### config.mk
export PLATFORM = sky130hd
export DESIGN_NAME = tdm_fir_filt
export DESIGN_NICKNAME = d
export VERILOG_FILES = /design/src/rtl/fir_pkg.sv /design/src/rtl/fir_tap_mem.sv /design/src/rtl/tdm_fir_filt.sv
export SDC_FILE = /design/constraint.sdc
export NUM_CORES = 2
export LEC_CHECK = 0
export ABC_AREA = 1
export CORE_AREA = 2 2 467 562
export CTS_CLUSTER_DIAMETER = 200
export CTS_CLUSTER_SIZE = 16
export DETAILED_ROUTE_END_ITERATION = 7
export DIE_AREA = 0 0 469 564
export PLACE_DENSITY_LB_ADDON = 0.05
export SLEW_MARGIN = 20
export SYNTH_ARGS = -nofsm -noshare
export SYNTH_HDL_FRONTEND = slang
export SYNTH_SLANG_ARGS = --single-unit
### constraint.sdc
create_clock -name clk -period 9.36 [get_ports clk]
set_clock_uncertainty 0.15 [all_clocks]
set_input_delay 0.936 -clock clk [delete_from_list [all_inputs] [get_ports clk]]
set_output_delay 0.936 -clock clk [all_outputs]
set_load 0.03 [all_outputs]
### src/rtl/fir_pkg.sv
// Shared types, default widths and the output rounding/saturation helper
// for the time-division multiplexed FIR filter.
package fir_pkg;

  localparam int DEF_DATA_W    = 18;
  localparam int DEF_COEF_W    = 18;
  localparam int DEF_NUM_TAPS  = 17;
  localparam int DEF_NUM_CH    = 2;
  localparam int DEF_OUT_SHIFT = 17;

  localparam int CH_W  = (DEF_NUM_CH > 1) ? $clog2(DEF_NUM_CH) : 1;
  localparam int TAP_W = $clog2(DEF_NUM_TAPS);
  localparam int ACC_W = DEF_DATA_W + DEF_COEF_W + $clog2(DEF_NUM_TAPS);

  // Wide working width so round_sat serves any accumulator up to 64 bits.
  localparam int RS_W = 64;

  typedef enum logic [1:0] {
    ST_IDLE = 2'd0,
    ST_MAC  = 2'd1,
    ST_OUT  = 2'd2
  } state_t;

  // Round half up, then clamp to a signed data_w-bit range.
  function automatic logic signed [RS_W-1:0] round_sat(
    input logic signed [RS_W-1:0] acc,
    input int                     shift,
    input int                     data_w
  );
    logic signed [RS_W-1:0] half;
    logic signed [RS_W-1:0] r;
    logic signed [RS_W-1:0] hi;
    logic signed [RS_W-1:0] lo;
    half = '0;
    if (shift > 0) half = 64'sd1 <<< (shift - 1);
    r  = (acc + half) >>> shift;
    hi = (64'sd1 <<< (data_w - 1)) - 64'sd1;
    lo = -(64'sd1 <<< (data_w - 1));
    if (r > hi)      r = hi;
    else if (r < lo) r = lo;
    return r;
  endfunction

endpackage

### src/rtl/fir_tap_mem.sv
// Per-channel delay lines: a write shifts one channel's line by one tap,
// reads are combinational by channel and tap index.
module fir_tap_mem #(
  parameter int DATA_W   = 18,
  parameter int NUM_TAPS = 17,
  parameter int NUM_CH   = 2,
  parameter int CHW      = 1,
  parameter int TAPW     = 5
) (
  input  logic                     clk,
  input  logic                     reset,
  input  logic                     shift_en,
  input  logic [CHW-1:0]           wr_ch,
  input  logic signed [DATA_W-1:0] wr_data,
  input  logic [CHW-1:0]           rd_ch,
  input  logic [TAPW-1:0]          rd_tap,
  output logic signed [DATA_W-1:0] rd_data
);

  logic signed [DATA_W-1:0] mem [NUM_CH][NUM_TAPS];

  always_ff @(posedge clk or negedge reset) begin
    if (!reset) begin
      for (int c = 0; c < NUM_CH; c++)
        for (int k = 0; k < NUM_TAPS; k++)
          mem[c][k] <= '0;
    end else if (shift_en) begin
      for (int c = 0; c < NUM_CH; c++) begin
        if (wr_ch == CHW'(c)) begin
          mem[c][0] <= wr_data;
          for (int k = 1; k < NUM_TAPS; k++)
            mem[c][k] <= mem[c][k-1];
        end
      end
    end
  end

  assign rd_data = mem[rd_ch][rd_tap];

endmodule

### src/rtl/tdm_fir_filt.sv
// Multi-channel FIR with one shared multiply-accumulate stepped over the taps,
// runtime-loadable shared coefficients and a valid/ready sample input.
//
// state   | meaning
// --------+-----------------------------------------------------------
// ST_IDLE | ready for a sample; coefficient writes accepted
// ST_MAC  | one tap per cycle: acc += h[k] * x[ch][k]
// ST_OUT  | round/saturate acc into y, pulse out_valid, back to idle
module tdm_fir_filt
  import fir_pkg::*;
#(
  parameter  int DATA_W    = DEF_DATA_W,
  parameter  int COEF_W    = DEF_COEF_W,
  parameter  int NUM_TAPS  = DEF_NUM_TAPS,
  parameter  int NUM_CH    = DEF_NUM_CH,
  parameter  int OUT_SHIFT = DEF_OUT_SHIFT,
  localparam int CHW       = (NUM_CH > 1) ? $clog2(NUM_CH) : 1,
  localparam int TAPW      = $clog2(NUM_TAPS),
  localparam int ACCW      = DATA_W + COEF_W + $clog2(NUM_TAPS)
) (
  input  logic                     clk,
  input  logic                     reset,
  input  logic                     in_valid,
  output logic                     in_ready,
  input  logic [CHW-1:0]           in_ch,
  input  logic signed [DATA_W-1:0] x_in,
  input  logic                     coef_we,
  input  logic [TAPW-1:0]          coef_addr,
  input  logic signed [COEF_W-1:0] coef_data,
  output logic                     out_valid,
  output logic [CHW-1:0]           out_ch,
  output logic signed [DATA_W-1:0] y
);

  state_t                          state;
  logic [CHW-1:0]                  ch_q;
  logic [TAPW-1:0]                 k_q;
  logic signed [ACCW-1:0]          acc_q;
  logic signed [COEF_W-1:0]        coef [NUM_TAPS];
  logic signed [DATA_W-1:0]        tap_x;
  logic signed [DATA_W+COEF_W-1:0] prod;
  logic signed [ACCW-1:0]          prod_ext;
  logic                            accept;
  logic                            ch_ok;
  logic                            addr_ok;
  logic                            last_tap;

  assign in_ready = (state == ST_IDLE);
  assign accept   = in_valid && in_ready;
  assign ch_ok    = (32'(in_ch) < NUM_CH);
  assign addr_ok  = (32'(coef_addr) < NUM_TAPS);
  assign last_tap = (k_q == TAPW'(NUM_TAPS - 1));

  assign prod     = coef[k_q] * tap_x;
  assign prod_ext = ACCW'(prod);

  fir_tap_mem #(
    .DATA_W   (DATA_W),
    .NUM_TAPS (NUM_TAPS),
    .NUM_CH   (NUM_CH),
    .CHW      (CHW),
    .TAPW     (TAPW)
  ) u_tap_mem (
    .clk      (clk),
    .reset    (reset),
    .shift_en (accept && ch_ok),
    .wr_ch    (in_ch),
    .wr_data  (x_in),
    .rd_ch    (ch_q),
    .rd_tap   (k_q),
    .rd_data  (tap_x)
  );

  // Writes only land while idle, so a MAC in flight always sees one coefficient set.
  always_ff @(posedge clk or negedge reset) begin
    if (!reset) begin
      for (int k = 0; k < NUM_TAPS; k++)
        coef[k] <= '0;
    end else if (coef_we && in_ready && addr_ok) begin
      coef[coef_addr] <= coef_data;
    end
  end

  always_ff @(posedge clk or negedge reset) begin
    if (!reset) begin
      state     <= ST_IDLE;
      ch_q      <= '0;
      k_q       <= '0;
      acc_q     <= '0;
      out_valid <= 1'b0;
      out_ch    <= '0;
      y         <= '0;
    end else begin
      out_valid <= 1'b0;
      case (state)
        ST_IDLE: begin
          if (accept && ch_ok) begin
            ch_q  <= in_ch;
            k_q   <= '0;
            acc_q <= '0;
            state <= ST_MAC;
          end
        end
        ST_MAC: begin
          acc_q <= acc_q + prod_ext;
          k_q   <= k_q + TAPW'(1);
          if (last_tap) state <= ST_OUT;
        end
        ST_OUT: begin
          y         <= DATA_W'(round_sat(RS_W'(acc_q), OUT_SHIFT, DATA_W));
          out_ch    <= ch_q;
          out_valid <= 1'b1;
          state     <= ST_IDLE;
        end
        default: state <= ST_IDLE;
      endcase
    end
  end

endmodule
# Word level (Yosys, flattened, before mapping)
# Index checks and enable logic that the tools add are counted.
# op_classes
n_addsub	3
multipliers	1
order_cmp	7
eq_ne	5
mux	23
n_bitwise	4
reduce_logical	11
# op_table
op	count
two-way mux 306 bit	3
bitwise mux 306 bit	1
binary-select mux 18 bit (select 5 bit)	2
two-way mux 18 bit	7
demux 18 bit (select 5 bit)	1
case mux 41 bit (2 select lines)	1
adder 41 x 64 -> 64 bit	1
two-way mux 64 bit	1
> comparator 47 x 18 -> 1 bit (second input constant)	1
less-than comparator 47 x 18 -> 1 bit (second input constant)	1
adder 41 x 36 -> 41 bit	1
two-way mux 41 bit	1
multiplier 18 x 18 -> 36 bit	1
greater-or-equal comparator 6 bit (second input constant)	2
NOT 5 -> 6 bit	2
case mux 5 bit (2 select lines)	1
AND reduction 2 bit	5
less-than comparator 6 x 1 -> 1 bit (second input constant)	1
adder 5 x 1 -> 5 bit (second input constant)	1
== test 5 bit (second input constant)	1
less-than comparator 5 bit (second input constant)	1
two-way mux 5 bit	1
logical AND 1 bit	4
two-way mux 2 bit	2
other kinds (11)	11
# totals
register_bits	987
input_bits	46
out_inout_bits	21
word_cells	112

# Depth between registers and ports, before layout
# logic_depth
depth_word	10
mapped_depth	40
mapped_depth_nobuf	37

# Modules after synthesis
# Synthesis repeated with hierarchy kept, for this count alone.
# unflattened
hier_cells	7579
area_unflattened_um2	60414.2
# by_module_without_submodules
module	instances	cells_per_inst	area_each_um2	seq_area_each_um2
tdm_fir_filt	1	3722	31262.5	9384.0
fir_tap_mem	1	3857	29151.7	15314.7

# Worst setup path before layout
# OpenSTA, ideal clock, no wires.
# synth_path
path_kind	register to register
from	register k_q[0]
to	register acc_q[35]
setup_time_ps	118
arrival_ps	7327
required_time_ps	9092
path_slack_ps	1765
stages_incl_launch_ff	32
path_buffers	2
period_less_slack_ps	7595
cell_sequence	dfrtp_1 -> nand2_2 -> buf_2 -> buf_1 -> o221ai_1 -> o21ai_0 -> nor2_1 -> nand2_1 -> nand2_2 -> nand2_1 -> inv_1 -> fa_1 -> fa_1 -> inv_1 -> fa_1 -> fa_1 -> inv_1 -> fa_1 -> inv_1 -> fa_1 -> inv_1 -> ha_1 -> ha_1 -> nand2_1 -> nor2_1 -> inv_1 -> nor4_1 -> nand2_1 -> nand2_1 -> nand2_1 -> nand3_1 -> nand2_1
# synth_via
elab_chain_cells	7
word_cells_on_any_way	10
cone_classes	1 x add/sub; 1 x mul; 7 x mux; 1 x bitwise
# synth_lines
element	line	rtl
from (decl)	tdm_fir_filt.sv:37	logic [TAPW-1:0] k_q;
from (signal assigned)	tdm_fir_filt.sv:106	k_q <= k_q + TAPW'(1);
NOT 5 -> 6 bit (implied by the code) *	fir_tap_mem.sv:38, tdm_fir_filt.sv:54	
binary-select mux 18 bit (select 5 bit) (on tied branches)	tdm_fir_filt.sv:54, fir_tap_mem.sv:38	
two-way mux 18 bit (on tied branches) (2 in series)	tdm_fir_filt.sv:54, fir_tap_mem.sv:38	
multiplier 18 x 18 -> 36 bit *	tdm_fir_filt.sv:54	assign prod = coef[k_q] * tap_x;
adder 41 x 36 -> 41 bit *	tdm_fir_filt.sv:105	acc_q <= acc_q + prod_ext;
case mux 41 bit (2 select lines) *	tdm_fir_filt.sv:95	case (state)
to (signal assigned)	tdm_fir_filt.sv:105	
to (decl)	tdm_fir_filt.sv:38	logic signed [ACCW-1:0] acc_q;
# Every way passes the cells marked *; elsewhere a longest branch is shown, timed or not. The select of a mux whose other input is x is not followed.
# A chain may end at the register's enable or synchronous reset.

# Worst setup path in the final report
# layout_path
from	register k_q[0]
to	register acc_q[39]
# Same word-level chain as after synthesis.

==> metrics.txt <==
Gate Count Post-Synth between 6000 and 7000; I/O pins 67; final-report hold violation count 0; critical path class reg2reg; total global routing overflow 0; pre-CTS setup slack -0.01304 ns; share of flip-flops with an asynchronous set or reset after synthesis 100.0%; Mean Syn Cell Area just under 9 µm²; Placer Congestion between 0.8 and 0.9; number of global-route vias before repair about 48000; Post-CTS Resized 1; synth warn 0; root cell of the clock tree sky130_fd_sc_hd__clkbuf_16; die area ~260000 µm²; standard-cell rows 205; Tcrit/Tclk final 95.98%; Port Buffers 66; number of iterations in the first detailed-routing pass 6; register bit total from synthesis slightly below 1000; antenna violations before repair 13; count of distinct cell types in the synthesized netlist 60; status finished, final reports clean; initial core utilization a little under a quarter; top flip-flop cell by instance count after synthesis sky130_fd_sc_hd__dfrtp_1; capturing element type of the critical path register; cell area after synthesis about 59000 µm²; die height around 560 µm; maximum count of clock buffers along a single path 3; Arrival @ worst endpoint approximately 9.4 ns; largest net degree at the start of global routing ~190; part of the Yosys area used for sequential elements a little over two fifths; RSZ-0062 raised after global routing no; post-route worst setup slack roughly 0.38 ns; syn nets 7331; Min-Delay Path Class in2async; relative slew slack a little under a third; leading cell type in the layout, fill and taps excluded sky130_fd_sc_hd__nand2_1; Post-synth EDFFs 0; Critical Path Start Type register; level count of the clock H-tree 3; wire length of the first global-routing pass ~320000 µm; top achievable clock speed around 0.11 GHz; max-slew violations 0; Least-Margin Pin Slew 1.024 ns; die outline width 469 µm; CTS clock-pin slew for the worst setup and hold paths about 0.09 ns; count of buffers added by post-CTS timing repair for setup 0; CTS tree done; # setup viols final 0; Worst Path Required between 9 and 10 ns; share of final-layout standard cells stronger than drive strength 1 8.764%; crit-path most repeated cell sky130_fd_sc_hd__nand2_1; hold buffer count at CTS 0; post-route setup TNS 0 ns; number of buffers inserted during clock tree synthesis a little over 70; Slowest-stage cell, CP sky130_fd_sc_hd__o21ai_1; Post-DRT Antenna Nets 0; clock latency at the later pin of the worst-skew pair 0.71 ns; post-detailed-route wirelength per cell roughly 21 µm; number of remaining DRC errors 0; final critical delay including setup and external delays approximately 9 ns; most used cells in the layout excluding fill and tap cells 1533 x sky130_fd_sc_hd__nand2_1, 982 x sky130_fd_sc_hd__dfrtp_1, 903 x sky130_fd_sc_hd__inv_1; vias post-DR 44850; delay contributed by the slowest stage of the critical path ~0.58 ns; synthesis-to-layout area growth 11.88%; first-iteration detailed-routing DRC count 2382; core area approximately 260000 µm²; number of violations of the max-capacitance limit 0; total number of nets in the final design ~7300; Clock Sinks 987; wirelength, routed 212600 µm; via density per instance 4.419; half-perimeter wire length after placement approximately 150000 µm; critical-path maximum fanout 24; gr usage total between 10% and 20%
==> critical path: cells and delay by family, from the launching register on <==
family / cells / cell delay, ns
simple gates: 12 / 1.50
compound gates: 6 / 1.50
fa+ha+maj: 8 / 3.79
buf+inv: 6 / 1.47
flops: 1 / 0.42
==> worst paths after layout <==
kind / start / endpoint / slack, ns / cells past startpoint
min in group clk: u_tap_mem.mem[463] / u_tap_mem.mem[445] / 0.31 / 2
worst max register to register: k_q[0] / acc_q[39] / 0.38 / 32
worst max-delay path: k_q[0] / acc_q[39] / 0.38 / 32
worst min-delay path: reset / u_tap_mem.mem[293] / 0.11 / 1
max in group asynchronous: reset / coef[158] / 6.82 / 3
worst min register to register: u_tap_mem.mem[463] / u_tap_mem.mem[445] / 0.31 / 2
==> flip-flops by register name (all words and copies together), names as in the netlist <==
name,count
state,2
u_tap_mem.mem,612
ch_q,1
coef,306
out_valid,1
acc_q,41
out_ch,1
y,18
k_q,5
==> layer usage <==
metal,vias to the layer above,GRT usage [%],wire length (µm)
met5,-,0,10
met4,2,5.120,6517
met3,200,1.227,4420
met2,522,28.19,104900
met1,22620,21.19,96720
li1,21510,-,-
==> Yosys cell counts, types with 5 or more instances <==
cell                       count  area (µm²)
sky130_fd_sc_hd__nand2_1    1536        5766
sky130_fd_sc_hd__dfrtp_1     987       24700
sky130_fd_sc_hd__inv_1       903        3390
sky130_fd_sc_hd__o21ai_0     862        4314
sky130_fd_sc_hd__nor2_1      406        1524
sky130_fd_sc_hd__fa_1        388        7767
sky130_fd_sc_hd__a21oi_1     347        1737
sky130_fd_sc_hd__mux2_2      250        2815
sky130_fd_sc_hd__clkbuf_1    169       634.4
sky130_fd_sc_hd__buf_2       162       810.8
sky130_fd_sc_hd__ha_1        126        1577
sky130_fd_sc_hd__nand3_1     118       590.6
sky130_fd_sc_hd__o22ai_1      90       563.0
sky130_fd_sc_hd__o21a_1       80       600.6
sky130_fd_sc_hd__o221ai_1     39       341.6
sky130_fd_sc_hd__nor3_1       34       170.2
sky130_fd_sc_hd__buf_4        33       247.7
sky130_fd_sc_hd__o211ai_1     30       225.2
sky130_fd_sc_hd__a22oi_1      28       210.2
sky130_fd_sc_hd__xor2_1       18       157.7
sky130_fd_sc_hd__and2_1       15       93.84
sky130_fd_sc_hd__nand2_2      13       81.33
sky130_fd_sc_hd__inv_2        10       37.54
sky130_fd_sc_hd__o21ai_1       9       45.04
sky130_fd_sc_hd__or2_2         8       50.05
sky130_fd_sc_hd__xnor2_1       8       70.07
sky130_fd_sc_hd__buf_6         7       78.83
sky130_fd_sc_hd__o22a_1        7       61.31
sky130_fd_sc_hd__buf_1         6       22.52
sky130_fd_sc_hd__nand4_1       6       37.54
sky130_fd_sc_hd__o21bai_1      6       45.04
sky130_fd_sc_hd__a21o_1        5       37.54
sky130_fd_sc_hd__and3_1        5       31.28
sky130_fd_sc_hd__nor2_2        5       31.28
sky130_fd_sc_hd__nor3b_1       5       37.54
==> cells by family after synthesis <==
group / count (synthesis) / share of synthesized area [%]
AO/OA/AOI/OAI: 1531 / 14.22
XOR/XNOR: 26 / 0.3838
adder cells (fa/ha/maj): 514 / 15.75
buffers and inverters: 1296 / 8.843
flip-flops: 987 / 41.62
multiplexers: 250 / 4.744
AND/OR/NAND/NOR: 2167 / 14.43
==> through the flow <==
| step | util (%) | cells | hold WS (ns) | cell area (µm²) |
|---|---|---|---|---|
| 5_1_grt | 25.63 | 10150 | 0.1764 | 66390 |
| 6_report | 25.63 | 10150 | 0.1123 | 66390 |
| 4_1_cts | 25.62 | 10150 | 0.1260 | 66370 |
| 3_5_place_dp | 24.88 | 10070 | 0.3141 | 64460 |
| 3_3_place_gp | 24.88 | 10070 | 0.3124 | 64460 |
| 2_1_floorplan | - | 6771 | 0.2955 | 59340 |
==> area by class of cell <==
| class | count | area (µm²) |
|---|---|---|
| clock buffers | 76 | 1859 |
| fillers | 28210 | 192700 |
| flip-flops and latches | 987 | 24710 |
| diodes | 2 | 5.005 |
| well taps | 3415 | 4273 |
| repair buffers | 257 | 2562 |
| clock inverters | 6 | 58.81 |
| multi-input cells | 4488 | 29470 |
| inverters | 918 | 3452 |
Power is not shown: default switching activity piles up to over one toggle a cycle in this logic, so the estimate is an artifact.
